## src/rtl/subinst_rr_scheduler.sv

```systemverilog
// Round-robin arbiter sharing one downstream resource among N_REQ sibling instances.
// A grant is held until the owner's done pulse or a hold timeout, then priority rotates past it.
module subinst_rr_scheduler #(
  parameter int N_REQ   = 5,
  parameter int IDX_W   = 3,
  parameter int TIMEOUT = 255,
  parameter int TO_W    = 8
) (
  input  logic             clk,
  input  logic             rst_n,
  input  logic             enable,
  input  logic [N_REQ-1:0] req,
  input  logic [N_REQ-1:0] done,
  output logic [N_REQ-1:0] grant,
  output logic             grant_valid,
  output logic [IDX_W-1:0] grant_idx,
  output logic             busy,
  output logic             timeout_err
);
  typedef enum logic {IDLE, GRANT} state_t;

  localparam logic [IDX_W:0]   N_L     = (IDX_W+1)'(N_REQ);
  localparam logic [IDX_W-1:0] N_LAST  = IDX_W'(N_REQ-1);
  localparam logic [TO_W-1:0]  TO_LAST = TO_W'(TIMEOUT-1);
  localparam logic [N_REQ-1:0] ONE     = N_REQ'(1);

  state_t           state;
  logic [IDX_W-1:0] ptr;
  logic [IDX_W-1:0] next_ptr;
  logic [TO_W-1:0]  timer;
  logic [N_REQ-1:0] req_rot;
  logic [IDX_W:0]   win_off;
  logic [IDX_W:0]   win_sum;
  logic [IDX_W-1:0] win_idx;
  logic             win_found;
  logic             done_hit;

  // Rotate req so bit 0 is the current priority holder; the lowest set bit
  // of the rotated vector is the winner's offset from ptr.
  always_comb begin
    req_rot   = N_REQ'({req, req} >> ptr);
    win_found = |req_rot;
    win_off   = '0;
    for (int k = N_REQ-1; k >= 0; k--)
      if (req_rot[k]) win_off = (IDX_W+1)'(k);
    win_sum  = {1'b0, ptr} + win_off;
    win_idx  = IDX_W'((win_sum >= N_L) ? win_sum - N_L : win_sum);
    next_ptr = (grant_idx == N_LAST) ? '0 : grant_idx + IDX_W'(1);
    // grant is one-hot, so masking done with it honours only the owner's bit
    done_hit = |(done & grant);
  end

  always_ff @(posedge clk) begin
    if (!rst_n) begin
      state       <= IDLE;
      ptr         <= '0;
      timer       <= '0;
      grant       <= '0;
      grant_valid <= 1'b0;
      grant_idx   <= '0;
      busy        <= 1'b0;
      timeout_err <= 1'b0;
    end else begin
      timeout_err <= 1'b0;
      case (state)
        IDLE: begin
          if (enable && win_found) begin
            state       <= GRANT;
            grant       <= ONE << win_idx;
            grant_valid <= 1'b1;
            grant_idx   <= win_idx;
            busy        <= 1'b1;
            timer       <= '0;
          end
        end
        GRANT: begin
          // done takes precedence over a coincident timeout
          if (done_hit || timer == TO_LAST) begin
            state       <= IDLE;
            grant       <= '0;
            grant_valid <= 1'b0;
            busy        <= 1'b0;
            ptr         <= next_ptr;
            timeout_err <= !done_hit;
          end else begin
            timer <= timer + TO_W'(1);
          end
        end
        default: state <= IDLE;
      endcase
    end
  end
endmodule

```

## config.mk

```make
export PLATFORM = sky130hd
export DESIGN_NAME = subinst_rr_scheduler
export DESIGN_NICKNAME = d
export VERILOG_FILES = /design/src/rtl/subinst_rr_scheduler.sv
export SDC_FILE = /design/constraint.sdc
export NUM_CORES = 1
export LEC_CHECK = 0
export ABC_AREA = 1
export BUFFER_PORTS_ARGS = -buffer_cell sky130_fd_sc_hd__buf_2
export CORE_MARGIN = 2
export CORE_UTILIZATION = 57
export DETAILED_ROUTE_END_ITERATION = 8
export HOLD_SLACK_MARGIN = 0.12
export PLACE_DENSITY = 0.87
export SLEW_MARGIN = 20
export SYNTH_ARGS = -nofsm -noshare
export SYNTH_HDL_FRONTEND = slang
export SYNTH_SLANG_ARGS = --single-unit
```

## constraint.sdc

```tcl
create_clock -name clk -period 4.4 [get_ports clk]
set_input_delay 0.88 -clock clk [delete_from_list [all_inputs] [get_ports clk]]
set_output_delay 0.88 -clock clk [all_outputs]
set_load 0.03 [all_outputs]
```

# ---- Word level (Yosys, flattened, before mapping)
# Index checks and enable logic that the tools add are counted.
dict set report op_classes {
  mux 19
  order_cmp 1
  n_shift 2
  bitwise_logic 2
  n_reduce_logical 10
  eq_ne 5
  addsub 4
  div 0
  mul 0
}
# cell count
set ops {}
lappend ops {{4-bit two-way mux} 4}
lappend ops {{8-bit two-way mux} 2}
lappend ops {{8-bit case mux with 2 select lines} 1}
lappend ops {{5-bit two-way mux} 2}
lappend ops {{5-bit case mux with 2 select lines} 1}
lappend ops {{5-bit OR reduction} 2}
lappend ops {{10-bit by 3-bit >> shifter with 5-bit output} 1}
lappend ops {{3-bit two-way mux} 3}
lappend ops {{8-bit by 1-bit adder with 8-bit output, second input constant} 1}
lappend ops {{8-bit == test, second input constant} 1}
lappend ops {{2-bit AND reduction} 4}
lappend ops {{5-bit bitwise AND} 1}
lappend ops {{1-bit by 3-bit left shift with 5-bit output, first input constant} 1}
lappend ops {{3-bit by 4-bit adder with 4-bit output} 1}
lappend ops {{4-bit by 3-bit greater-or-equal comparator with 1-bit output, second input constant} 1}
lappend ops {{1-bit two-way mux} 4}
lappend ops {{2-bit inequality test, second input constant} 2}
lappend ops {{1-bit case mux with 2 select lines} 2}
lappend ops {{3-bit by 1-bit adder with 3-bit output, second input constant} 1}
lappend ops {{3-bit == test, second input constant} 1}
lappend ops {{3-bit AND reduction} 1}
lappend ops {{3-bit subtractor, second input constant} 1}
lappend ops {{2-bit by 1-bit inequality test with 1-bit output, second input constant} 1}
lappend ops {{1-bit logical AND} 1}
lappend ops {{3 further kinds} 3}
dict set report totals {
  rom_bits 0
  ff_bits 22
  out_inout_bits 11
  memories 0
  ramBits 0
  latch_bits 0
  in_bits 13
}

# ---- Logic depth before layout (Yosys ltp)
# Gate-level depths: netlist of the first run.
dict set report logic_depth {
  depth_word 12
  mapped_depth 23
  depth_no_buf 23
}

# ---- Worst setup path before layout of the first run
# Ideal clock, no wire load.
dict set report synth_timing {
  path_kind {input port to flip-flop}
  startpoint {input req[4]}
  endpoint {register grant[0]}
  t_required_ns 4.336
  arrival_ns 3.153
  setup_ns 0.064
  slack_ns 1.183
  path_stages 19
  cell_sequence {nand2_1 nand2_1 nand2_1 nand2_1 nand2_1 nand2_1 a31oi_1 nor2_1 ha_1 fa_1 inv_1 ha_1 o21ai_0 nand2_1 xor2_1 nand2_1 nor2_1 a21oi_1 nor2_1}
}
dict set report synth_between {
  elab_chain_cells 12
}
# item line
set synth_lines {}
lappend synth_lines {{start: declaration} 12} ;# input logic [N_REQ-1:0] req,
lappend synth_lines {{10-bit by 3-bit >> shifter with 5-bit output (*)} 41} ;# req_rot = N_REQ'({req, req} >> ptr);
lappend synth_lines {{3-bit two-way mux} 45} ;# if (req_rot[k]) win_off = (IDX_W+1)'(k);
lappend synth_lines {{4-bit two-way mux (4 in series)} 45}
lappend synth_lines {{3-bit by 4-bit adder with 4-bit output} 46} ;# win_sum = {1'b0, ptr} + win_off;
lappend synth_lines {{4-bit by 3-bit greater-or-equal comparator with 1-bit output or 3-bit subtractor (tied branches)} 47} ;# win_idx = IDX_W'((win_sum >= N_L) ? win_sum - N_L : win_sum);
lappend synth_lines {{3-bit two-way mux} 47}
lappend synth_lines {{1-bit by 3-bit left shift with 5-bit output} 69} ;# grant <= ONE << win_idx;
lappend synth_lines {{5-bit two-way mux} 67} ;# if (enable && win_found) begin
lappend synth_lines {{5-bit case mux with 2 select lines} 65} ;# case (state)
lappend synth_lines {{end signal: assignment} 69}
lappend synth_lines {{end: declaration} 14} ;# output logic [N_REQ-1:0] grant,
# Mark *: on every way between the ends. The rest lies on a longest branch, timed or not. The select of a mux whose other input is x is not followed.
# A chain may end at the register's enable or synchronous reset.

# ---- Worst setup path in the final report of the first run
dict set report layout_timing {
  startpoint {register ptr[1]}
  endpoint {register grant[0]}
}
dict set report layout_between {
  elab_chain_cells 12
}
# item line
set layout_lines {}
lappend layout_lines {{start: declaration} 28} ;# logic [IDX_W-1:0] ptr;
lappend layout_lines {{start signal: assignment} 83} ;# ptr <= next_ptr;
lappend layout_lines {{10-bit by 3-bit >> shifter with 5-bit output} 41}
lappend layout_lines {{3-bit two-way mux} 45}
lappend layout_lines {{4-bit two-way mux (4 in series)} 45}
lappend layout_lines {{3-bit by 4-bit adder with 4-bit output} 46}
lappend layout_lines {{4-bit by 3-bit greater-or-equal comparator with 1-bit output or 3-bit subtractor (tied branches)} 47}
lappend layout_lines {{3-bit two-way mux} 47}
lappend layout_lines {{1-bit by 3-bit left shift with 5-bit output} 69}
lappend layout_lines {{5-bit two-way mux} 67}
lappend layout_lines {{5-bit case mux with 2 select lines} 65}
# Several ways; a longest one is shown, not always the timed one. The select of a mux whose other input is x is not followed.

==> results of run 1 <==
==> placed cells by master, fill, tap and decap left out <==
master and n:
nand2_1 69, nor2_1 29, nand3_1 26, buf_2 23, inv_1 22, dfxtp_1 22
a21oi_1 19, o21ai_0 9, ha_1 9, nand2_2 4, xor2_1 4, nand3b_1 4
or2_2 3, clkbuf_4 3, inv_2 2, nand4_1 2, nor3_1 2, nor4_1 1
nor2_2 1, a31oi_1 1, a211oi_1 1, o21bai_1 1, xnor2_1 1, fa_1 1
bufinv_16 1
==> final cells by class <==
| type | count | area (µm²) | share of cell area |
|---|---|---|---|
| Clock inverter | 1 | 30.0 | 0.0179 |
| Timing Repair Buffer | 23 | 115 | 0.0685 |
| Sequential cell | 22 | 440 | 0.262 |
| Multi-Input combinational cell | 187 | 945 | 0.562 |
| Inverter | 24 | 90.1 | 0.0536 |
| Clock buffer | 3 | 22.5 | 0.0134 |
| Tap cell | 30 | 37.5 | 0.0223 |
==> flip-flops by register name, summed over array words and instances, names as in the netlist <==
signal and flops:
grant_idx 3, ptr 3, state 1, grant 5
timer 8, busy 1, timeout_err 1
==> tightest hold or removal path, delay by kind of cell, from the launching register on <==
kind            cells  cell delay (ns)
compound gates      1             0.05
simple gates        1             0.06
flops               1             0.34
==> power by group through the flow <==
stage               sequential (mW)  clock [mW]  combinational [mW]
global placement              0.271           0               0.429
CTS                           0.268       0.160               0.439
detailed placement            0.272           0               0.436
floorplan                     0.308           0               0.312
finish                        0.269       0.156               0.440
global route                  0.275       0.165               0.506
==> per-stage QoR <==
stage               setup slack [ns]   util  power [mW]
floorplan                       1.18      -       0.620
global placement               0.864  0.651       0.701
detailed placement             0.756  0.651       0.708
CTS                             1.08  0.672       0.867
global route                   0.691  0.672       0.946
finish                          1.06  0.672       0.865
==> cells by family (layout without fill, tap and decap cells) <==
family                     after synthesis  after routing  synth area share
and+or+nand+nor                        141            141             0.402
AOI/OAI and AO/OA                       31             31             0.107
buffers and inverters                   29             51            0.0828
DFF                                     22             22             0.292
adders and majority gates               10             10            0.0878
xor gates and xnor gates                 5              5            0.0290
==> metal layers <==
layer | GRT usage | share of wire | up-vias
met4 | 0.0697 | 0.018 | 0
li1 | - | - | 811
met1 | 0.288 | 0.48 | 673
met3 | 0.0585 | 0.053 | 6
met5 | 0 | 0 | -
met2 | 0.357 | 0.45 | 40
==> worst paths after layout <==
kind	from	end
worst max-delay path	ptr[1]$_SDFFE_PN0P_	grant[0]$_SDFFE_PN0P_
worst min-delay path	busy$_SDFFE_PN0P_	busy$_SDFFE_PN0P_
worst max register to register	ptr[1]$_SDFFE_PN0P_	grant[0]$_SDFFE_PN0P_
worst min register to register	busy$_SDFFE_PN0P_	busy$_SDFFE_PN0P_
==> tab_implementation.tex, run 1 <==
\begin{tabular}{lr}
\hline
Metric & Value \\
\hline
\multicolumn{2}{l}{\textbf{Final layout}} \\
\quad Total number of nets in the final design & 284 \\
\quad Filler cells & 219 \\
\quad Final Cell Area & 1680 µm² \\
\quad Antenna diodes & 0 \\
\quad Post-Layout Cell Count & 290 \\
\quad Ratio of cells with drive above 1 in the final layout & 0.142 \\
\quad Area growth from synthesis to layout & 11.3\% \\
\multicolumn{2}{l}{\textbf{Min path}} \\
\quad Hold Crit Class & flop to flop \\
\quad WHS Path Cells & 2 \\
\multicolumn{2}{l}{\textbf{Global route}} \\
\quad Wire length of the first global-routing pass & 5.62 mm \\
\quad Initial antenna violation count & 0 \\
\quad GRT Total Usage & 0.222 \\
\quad Remaining global-route overflow & 0 \\
\quad Maximum number of pins on one net before global-route repair & 22 \\
\quad Vias in the first global route & 1,371 \\
\multicolumn{2}{l}{\textbf{Floorplan}} \\
\quad Standard-cell rows & 18 \\
\quad Chip Width & 55.5 µm \\
\quad Starting density of the core & 0.604 \\
\quad Die Area & 3080 µm² \\
\quad Placeable core area & 2500 µm² \\
\quad I/O pins & 24 \\
\quad DIE HEIGHT & 55.5 µm \\
\multicolumn{2}{l}{\textbf{Power}} \\
\quad Pwr dens & 514 nW/µm² \\
\quad Internal & 0.473 mW \\
\quad Part of the total power dissipated in the clock network & 0.180 \\
\quad Maximum vdd drop & 0.406 mV \\
\quad Relative contribution of combinational cells to total power & 0.509 \\
\quad Net switching power & 0.391 mW \\
\quad Share of total power consumed by net switching & 0.453 \\
\quad Sequential group share of total power & 0.311 \\
\quad Standby leakage power & 0.862 nW \\
\multicolumn{2}{l}{\textbf{Critical path}} \\
\quad CP arrival & 3.62 ns \\
\quad Peak per-stage delay on the critical path & 0.57 ns \\
\quad Internal reg-to-reg setup slack & 1.06 ns \\
\quad Worst Reg-to-Reg Cells & 18 \\
\quad Total buffers and inverters traversed by the critical path & 2 \\
\quad Path type of the worst setup path & flop to flop \\
\quad Critical path endpoint category & flop \\
\quad Required time at the worst-slack endpoint & 4.67 ns \\
\quad Kind of start point of the critical path & flop \\
\quad Standard cell with the maximum stage delay on the critical path & dfxtp\_1 \\
\quad Most Frequent Cell on Critical Path & nand2\_1 \\
\quad Instance count on the critical path & 18 \\
\quad Ordered list of cells on the worst path & inv\_1, nand3\_1, nand2\_1, nand2\_1, nand2\_1, a31oi\_1, nor2\_1, ha\_1, fa\_1, inv\_1, ha\_1, o21ai\_0, nand2\_1, xor2\_1, nand2\_1, nor2\_1, a21oi\_1, nor2\_1 \\
\quad Category of cells accounting for the largest share of critical-path delay & adder cells \\
\quad Maximum net fanout on the critical path & 9 \\
\multicolumn{2}{l}{\textbf{Logic synthesis}} \\
\quad Sequential-to-total area share from yosys stat & 0.292 \\
\quad Number of warnings printed during yosys synthesis & 0 \\
\quad Most numerous cell types in the synthesized netlist & nand2\_1, nor2\_1, nand3\_1, dfxtp\_1, inv\_1 \\
\quad Count of different cell masters after synthesis & 26 \\
\quad Synth area leader & dfxtp\_1 \\
\quad Number of synthesized register bits & 22 \\
\quad Synthesized netlist cell count & 238 \\
\quad Mapped Area & 1510 µm² \\
\quad Cell types occupying the most area after synthesis & dfxtp\_1, nand2\_1, nand3\_1, ha\_1, nor2\_1 \\
\quad Post-synth top area share & 0.292 \\
\quad Number of enable flip-flop cells after synthesis & 0 \\
\quad Avg Cell Area, Syn & 6.35 µm² \\
\quad Synth Flop Type & dfxtp\_1 \\
\quad Most used standard cell by instance count after synthesis & nand2\_1 \\
\quad Net count of the mapped netlist & 261 \\
\quad Fraction of registers with async set or reset after synthesis & 0 \\
\multicolumn{2}{l}{\textbf{Detailed routing}} \\
\quad Detail-routed via count per cell & 5.28 \\
\quad DRC viols & 0 \\
\quad Remaining antenna violation count after routing & 0 \\
\quad Routed length per instance & 10.7 µm \\
\quad Overall via count from detail\_route & 1,530 \\
\quad Initial DRC count & 92 \\
\quad Detailed Route WL & 3.10 mm \\
\quad Number of iterations in the first detailed-routing pass & 4 \\
\multicolumn{2}{l}{\textbf{Timing}} \\
\quad Transition time of the tightest slew-check pin & 0.522 ns \\
\quad Tightest slew margin relative to the limit & 0.651 \\
\quad Tightest hold margin & 0.488 ns \\
\quad Maximum achievable frequency & 299 MHz \\
\quad Final setup fails & 0 \\
\quad Final count of hold timing violations & 0 \\
\quad Share of the clock period used by the worst path after layout & 0.760 \\
\quad Time the worst path needs with I/O delays and setup & 3.34 ns \\
\quad Setup clock skew after layout & 0.0152 ns \\
\quad Final-layout setup total negative slack & 0 ns \\
\quad Count of pins over their slew limit & 0 \\
\quad Unrepaired setup endpoints after global routing & no \\
\multicolumn{2}{l}{\textbf{CTS}} \\
\quad Clk buf depth & 2 \\
\quad Quantity of gates resized following cts & 0 \\
\quad Worst skew pair latency & 0.32 ns \\
\quad Cell at the root of the clock tree & clkbuf\_4 \\
\quad Clock buffer count from CTS & 3 \\
\quad Number of buffers inserted by hold repair at cts & 0 \\
\quad Buffers inserted by post-CTS timing repair & 0 \\
\quad H-Tree Level Count & 1 \\
\quad TritonCTS clock tree & built \\
\quad TritonCTS Sinks & 22 \\
\quad Clock transition at the registers of the reported paths & 0.13 ns \\
\multicolumn{2}{l}{\textbf{Flow run}} \\
\quad Number of maximum-capacitance constraint violations & 0 \\
\multicolumn{2}{l}{\textbf{Placement}} \\
\quad Number of port buffers & 23 \\
\quad Standard cell area after detailed placement & 1630 µm² \\
\quad Final HPWL from detailed placement & 2.35 mm \\
\quad Total instance count after detailed placement & 286 \\
\quad Final weighted congestion in routability-driven placement & 0.862 \\
\multicolumn{2}{l}{\textbf{Run status}} \\
\quad Run status & complete, no violations \\
\hline
\end{tabular}
Power figures use the tool's default switching activity.
==> inputs of run 2 (changes only) <==
- CORE_UTILIZATION: 57 -> 50
- PLACE_DENSITY: 0.87 -> 0.82
- clock period: 4.4 -> 3.05 ns (I/O delays scaled with it)
==> run 2 against run 1 <==
Effect of this change: the flow now finishes with violations (DRC); worst setup slack worse by 0.95 ns; global-route usage is 2.0 points lower; final cell count is 3.8% higher; critical path depth is 5 higher; routed wire length is 13% higher; critical endpoint unchanged; largest power group unchanged.
==> tab_implementation.tex, run 2 (same netlist as run 1, synthesis figures left out) <==
\begin{tabular}{lr}
\hline
Metric & Value \\
\hline
\multicolumn{2}{l}{\textbf{Critical path}} \\
\quad Required time at the worst-slack endpoint & 3.29 ns (was 4.67 ns) \\
\quad Category of cells accounting for the largest share of critical-path delay & simple AND/OR/NAND/NOR gates (was adder cells) \\
\quad Total buffers and inverters traversed by the critical path & 4 (was 2) \\
\quad CP arrival & 3.18 ns (was 3.62 ns) \\
\quad Maximum net fanout on the critical path & 6 (was 9) \\
\quad Standard cell with the maximum stage delay on the critical path & fa\_1 (was dfxtp\_1) \\
\quad Kind of start point of the critical path & flop (unchanged) \\
\quad Path type of the worst setup path & flop to flop (unchanged) \\
\quad Ordered list of cells on the worst path & buf\_6, nand2\_4, nand2\_2, nand2\_1, nand2\_1, nand2\_1, nand2\_2, a31oi\_1, nor2\_1, ha\_2, fa\_1, inv\_2, ha\_4, inv\_2, o21ai\_2, nand2\_2, nand2\_2, nand2\_2, inv\_2, nand2\_1, nor2\_1, a21oi\_1, nor2\_1 (was inv\_1, nand3\_1, nand2\_1, nand2\_1, nand2\_1, a31oi\_1, nor2\_1, ha\_1, fa\_1, inv\_1, ha\_1, o21ai\_0, nand2\_1, xor2\_1, nand2\_1, nor2\_1, a21oi\_1, nor2\_1) \\
\quad Most Frequent Cell on Critical Path & nand2\_2 (was nand2\_1) \\
\quad Critical path endpoint category & flop (unchanged) \\
\quad Peak per-stage delay on the critical path & 0.49 ns (was 0.57 ns) \\
\multicolumn{2}{l}{\textbf{CTS}} \\
\quad Number of buffers inserted by hold repair at cts & 0 (unchanged) \\
\quad Cell at the root of the clock tree & clkbuf\_4 (unchanged) \\
\quad TritonCTS clock tree & built (unchanged) \\
\quad Clk buf depth & 2 (unchanged) \\
\quad TritonCTS Sinks & 22 (unchanged) \\
\quad Clock buffer count from CTS & 3 (unchanged) \\
\quad H-Tree Level Count & 1 (unchanged) \\
\quad Worst skew pair latency & 0.30 ns (was 0.32 ns) \\
\quad Clock transition at the registers of the reported paths & 0.12 ns (was 0.13 ns) \\
\multicolumn{2}{l}{\textbf{Power}} \\
\quad Power Total & 1.35 mW (was 0.865 mW) \\
\quad Maximum vdd drop & 0.438 mV (was 0.406 mV) \\
\quad Standby leakage power & 0.920 nW (was 0.862 nW) \\
\quad Pwr dens & 724 nW/µm² (was 514 nW/µm²) \\
\multicolumn{2}{l}{\textbf{Detailed routing}} \\
\quad Detailed Route WL & 3.50 mm (was 3.10 mm) \\
\quad Overall via count from detail\_route & 1,582 (was 1,530) \\
\quad Routed length per instance & 11.6 µm (was 10.7 µm) \\
\quad Initial DRC count & 65 (was 92) \\
\quad DRC viols & 1 (was 0) \\
\quad Number of iterations in the first detailed-routing pass & 6 (was 4) \\
\quad Detail-routed via count per cell & 5.26 (was 5.28) \\
\quad Remaining antenna violation count after routing & 0 (unchanged) \\
\multicolumn{2}{l}{\textbf{Final layout}} \\
\quad Largest regs & timer (8), grant (5) (unchanged) \\
\quad Ratio of cells with drive above 1 in the final layout & 0.281 (was 0.142) \\
\quad Total number of nets in the final design & 295 (was 284) \\
\quad Final Cell Area & 1860 µm² (was 1680 µm²) \\
\quad Biggest register & timer (unchanged) \\
\quad Area growth from synthesis to layout & 23.3\% (was 11.3\%) \\
\quad Most used cells in the layout excluding fill and tap cells & nand2\_1, nor2\_1, buf\_2 (was nand2\_1, nor2\_1, nand3\_1) \\
\quad Filler cells & 254 (was 219) \\
\quad Most common cell after layout, fill and taps aside & nand2\_1 (unchanged) \\
\quad Antenna diodes & 0 (unchanged) \\
\quad Number of flip-flops in the largest register & 8 (unchanged) \\
\multicolumn{2}{l}{\textbf{Floorplan}} \\
\quad Die Area & 3480 µm² (was 3080 µm²) \\
\quad Placeable core area & 2810 µm² (was 2500 µm²) \\
\quad DIE HEIGHT & 59.0 µm (was 55.5 µm) \\
\quad Starting density of the core & 0.538 (was 0.604) \\
\quad I/O pins & 24 (unchanged) \\
\quad Standard-cell rows & 19 (was 18) \\
\quad Chip Width & 59.0 µm (was 55.5 µm) \\
\multicolumn{2}{l}{\textbf{Placement}} \\
\quad Final HPWL from detailed placement & 2.45 mm (was 2.35 mm) \\
\quad Final weighted congestion in routability-driven placement & 0.834 (was 0.862) \\
\quad Number of port buffers & 23 (unchanged) \\
\quad Setup slack at placement & -0.276 ns (was 0.756 ns) \\
\quad Standard cell area after detailed placement & 1700 µm² (was 1630 µm²) \\
\multicolumn{2}{l}{\textbf{Timing}} \\
\quad Maximum achievable frequency & 340 MHz (was 299 MHz) \\
\quad Unrepaired setup endpoints after global routing & yes (was no) \\
\quad Transition time of the tightest slew-check pin & 0.530 ns (was 0.522 ns) \\
\quad Time the worst path needs with I/O delays and setup & 2.94 ns (was 3.34 ns) \\
\quad Tightest slew margin relative to the limit & 0.646 (was 0.651) \\
\quad Setup clock skew after layout & 0.00299 ns (was 0.0152 ns) \\
\quad Count of pins over their slew limit & 0 (unchanged) \\
\quad Share of the clock period used by the worst path after layout & 0.965 (was 0.760) \\
\quad Final count of hold timing violations & 0 (unchanged) \\
\quad Worst Slack Setup Final & 0.106 ns (was 1.06 ns) \\
\quad Tightest hold margin & 0.491 ns (was 0.488 ns) \\
\quad Final setup fails & 0 (unchanged) \\
\multicolumn{2}{l}{\textbf{Global route}} \\
\quad Remaining global-route overflow & 0 (unchanged) \\
\quad Initial antenna violation count & 0 (unchanged) \\
\quad Wire length of the first global-routing pass & 5.61 mm (was 5.62 mm) \\
\quad GRT Total Usage & 0.202 (was 0.222) \\
\quad Maximum number of pins on one net before global-route repair & 22 (unchanged) \\
\quad Vias in the first global route & 1,388 (was 1,371) \\
\multicolumn{2}{l}{\textbf{Flow run}} \\
\quad Number of maximum-capacitance constraint violations & 0 (unchanged) \\
\multicolumn{2}{l}{\textbf{Run status}} \\
\quad Failing checks & DRC \\
\quad Run status & finished, violations left (was complete, no violations) \\
\multicolumn{2}{l}{\textbf{Min path}} \\
\quad Hold Crit Class & flop to flop (unchanged) \\
\hline
\end{tabular}
-- run 2: cell types whose count changed in the layout (fill, tap and decap cells not counted), sizes merged --
cell	delta
bufinv	-1
buf	+11
-- run 2: power by group --
group,switching (mW),internal [mW]
Clock,0.0826,0.0460
Combinational,0.512,0.318
Sequential,0.0502,0.339
-- run 2: tightest hold or removal path: cells and delay by family, from the launching register on --
family | cells | cell delay (ns)
flops | 1 | 0.34
simple gates | 1 | 0.06
compound gates | 1 | 0.06
-- run 2: per-layer routing --
layer	track usage	share of wire	vias up	wire length, µm
met5	0	0	-	0
met4	0.0390	0.0054	0	19
met3	0.0330	0.052	2	183
met2	0.344	0.47	40	1630
met1	0.270	0.48	707	1670
li1	-	-	833	-
-- run 2: what timing repair did --
action,CTS,global route
setup buffers,0,2
gates resized for setup,2,37
endpoints found under the setup margin,5,7
hold endpoints to repair,0,0
pin swaps,0,6
-- run 2: area by class of cell --
type / instances / area, µm² / area share
sequential: 22 / 449 / 0.241
tap: 31 / 38.8 / 0.0208
timing repair buffer: 34 / 205 / 0.110
clock buffer: 3 / 22.5 / 0.0121
multi-input combinational: 187 / 1050 / 0.565
inverter: 24 / 95.1 / 0.0511
-- run 2: path summary, 6_finish.rpt --
path / from / to / slack (ns) / cells past startpoint
setup / recovery: ptr[0]$_SDFFE_PN0P_ / grant[0]$_SDFFE_PN0P_ / 0.11 / 23
hold / removal: busy$_SDFFE_PN0P_ / busy$_SDFFE_PN0P_ / 0.49 / 2
setup reg to reg: ptr[0]$_SDFFE_PN0P_ / grant[0]$_SDFFE_PN0P_ / 0.11 / 23
hold reg to reg: busy$_SDFFE_PN0P_ / busy$_SDFFE_PN0P_ / 0.49 / 2
-- run 2: metrics by stage --
stage,util,std cells,TNS [ns]
after CTS,0.613,299,0
after detailed placement,0.605,296,-1.50
final,0.664,301,0
after floorplan,-,238,0
after global routing,0.664,301,-0.326
after global placement,0.605,296,-1.01
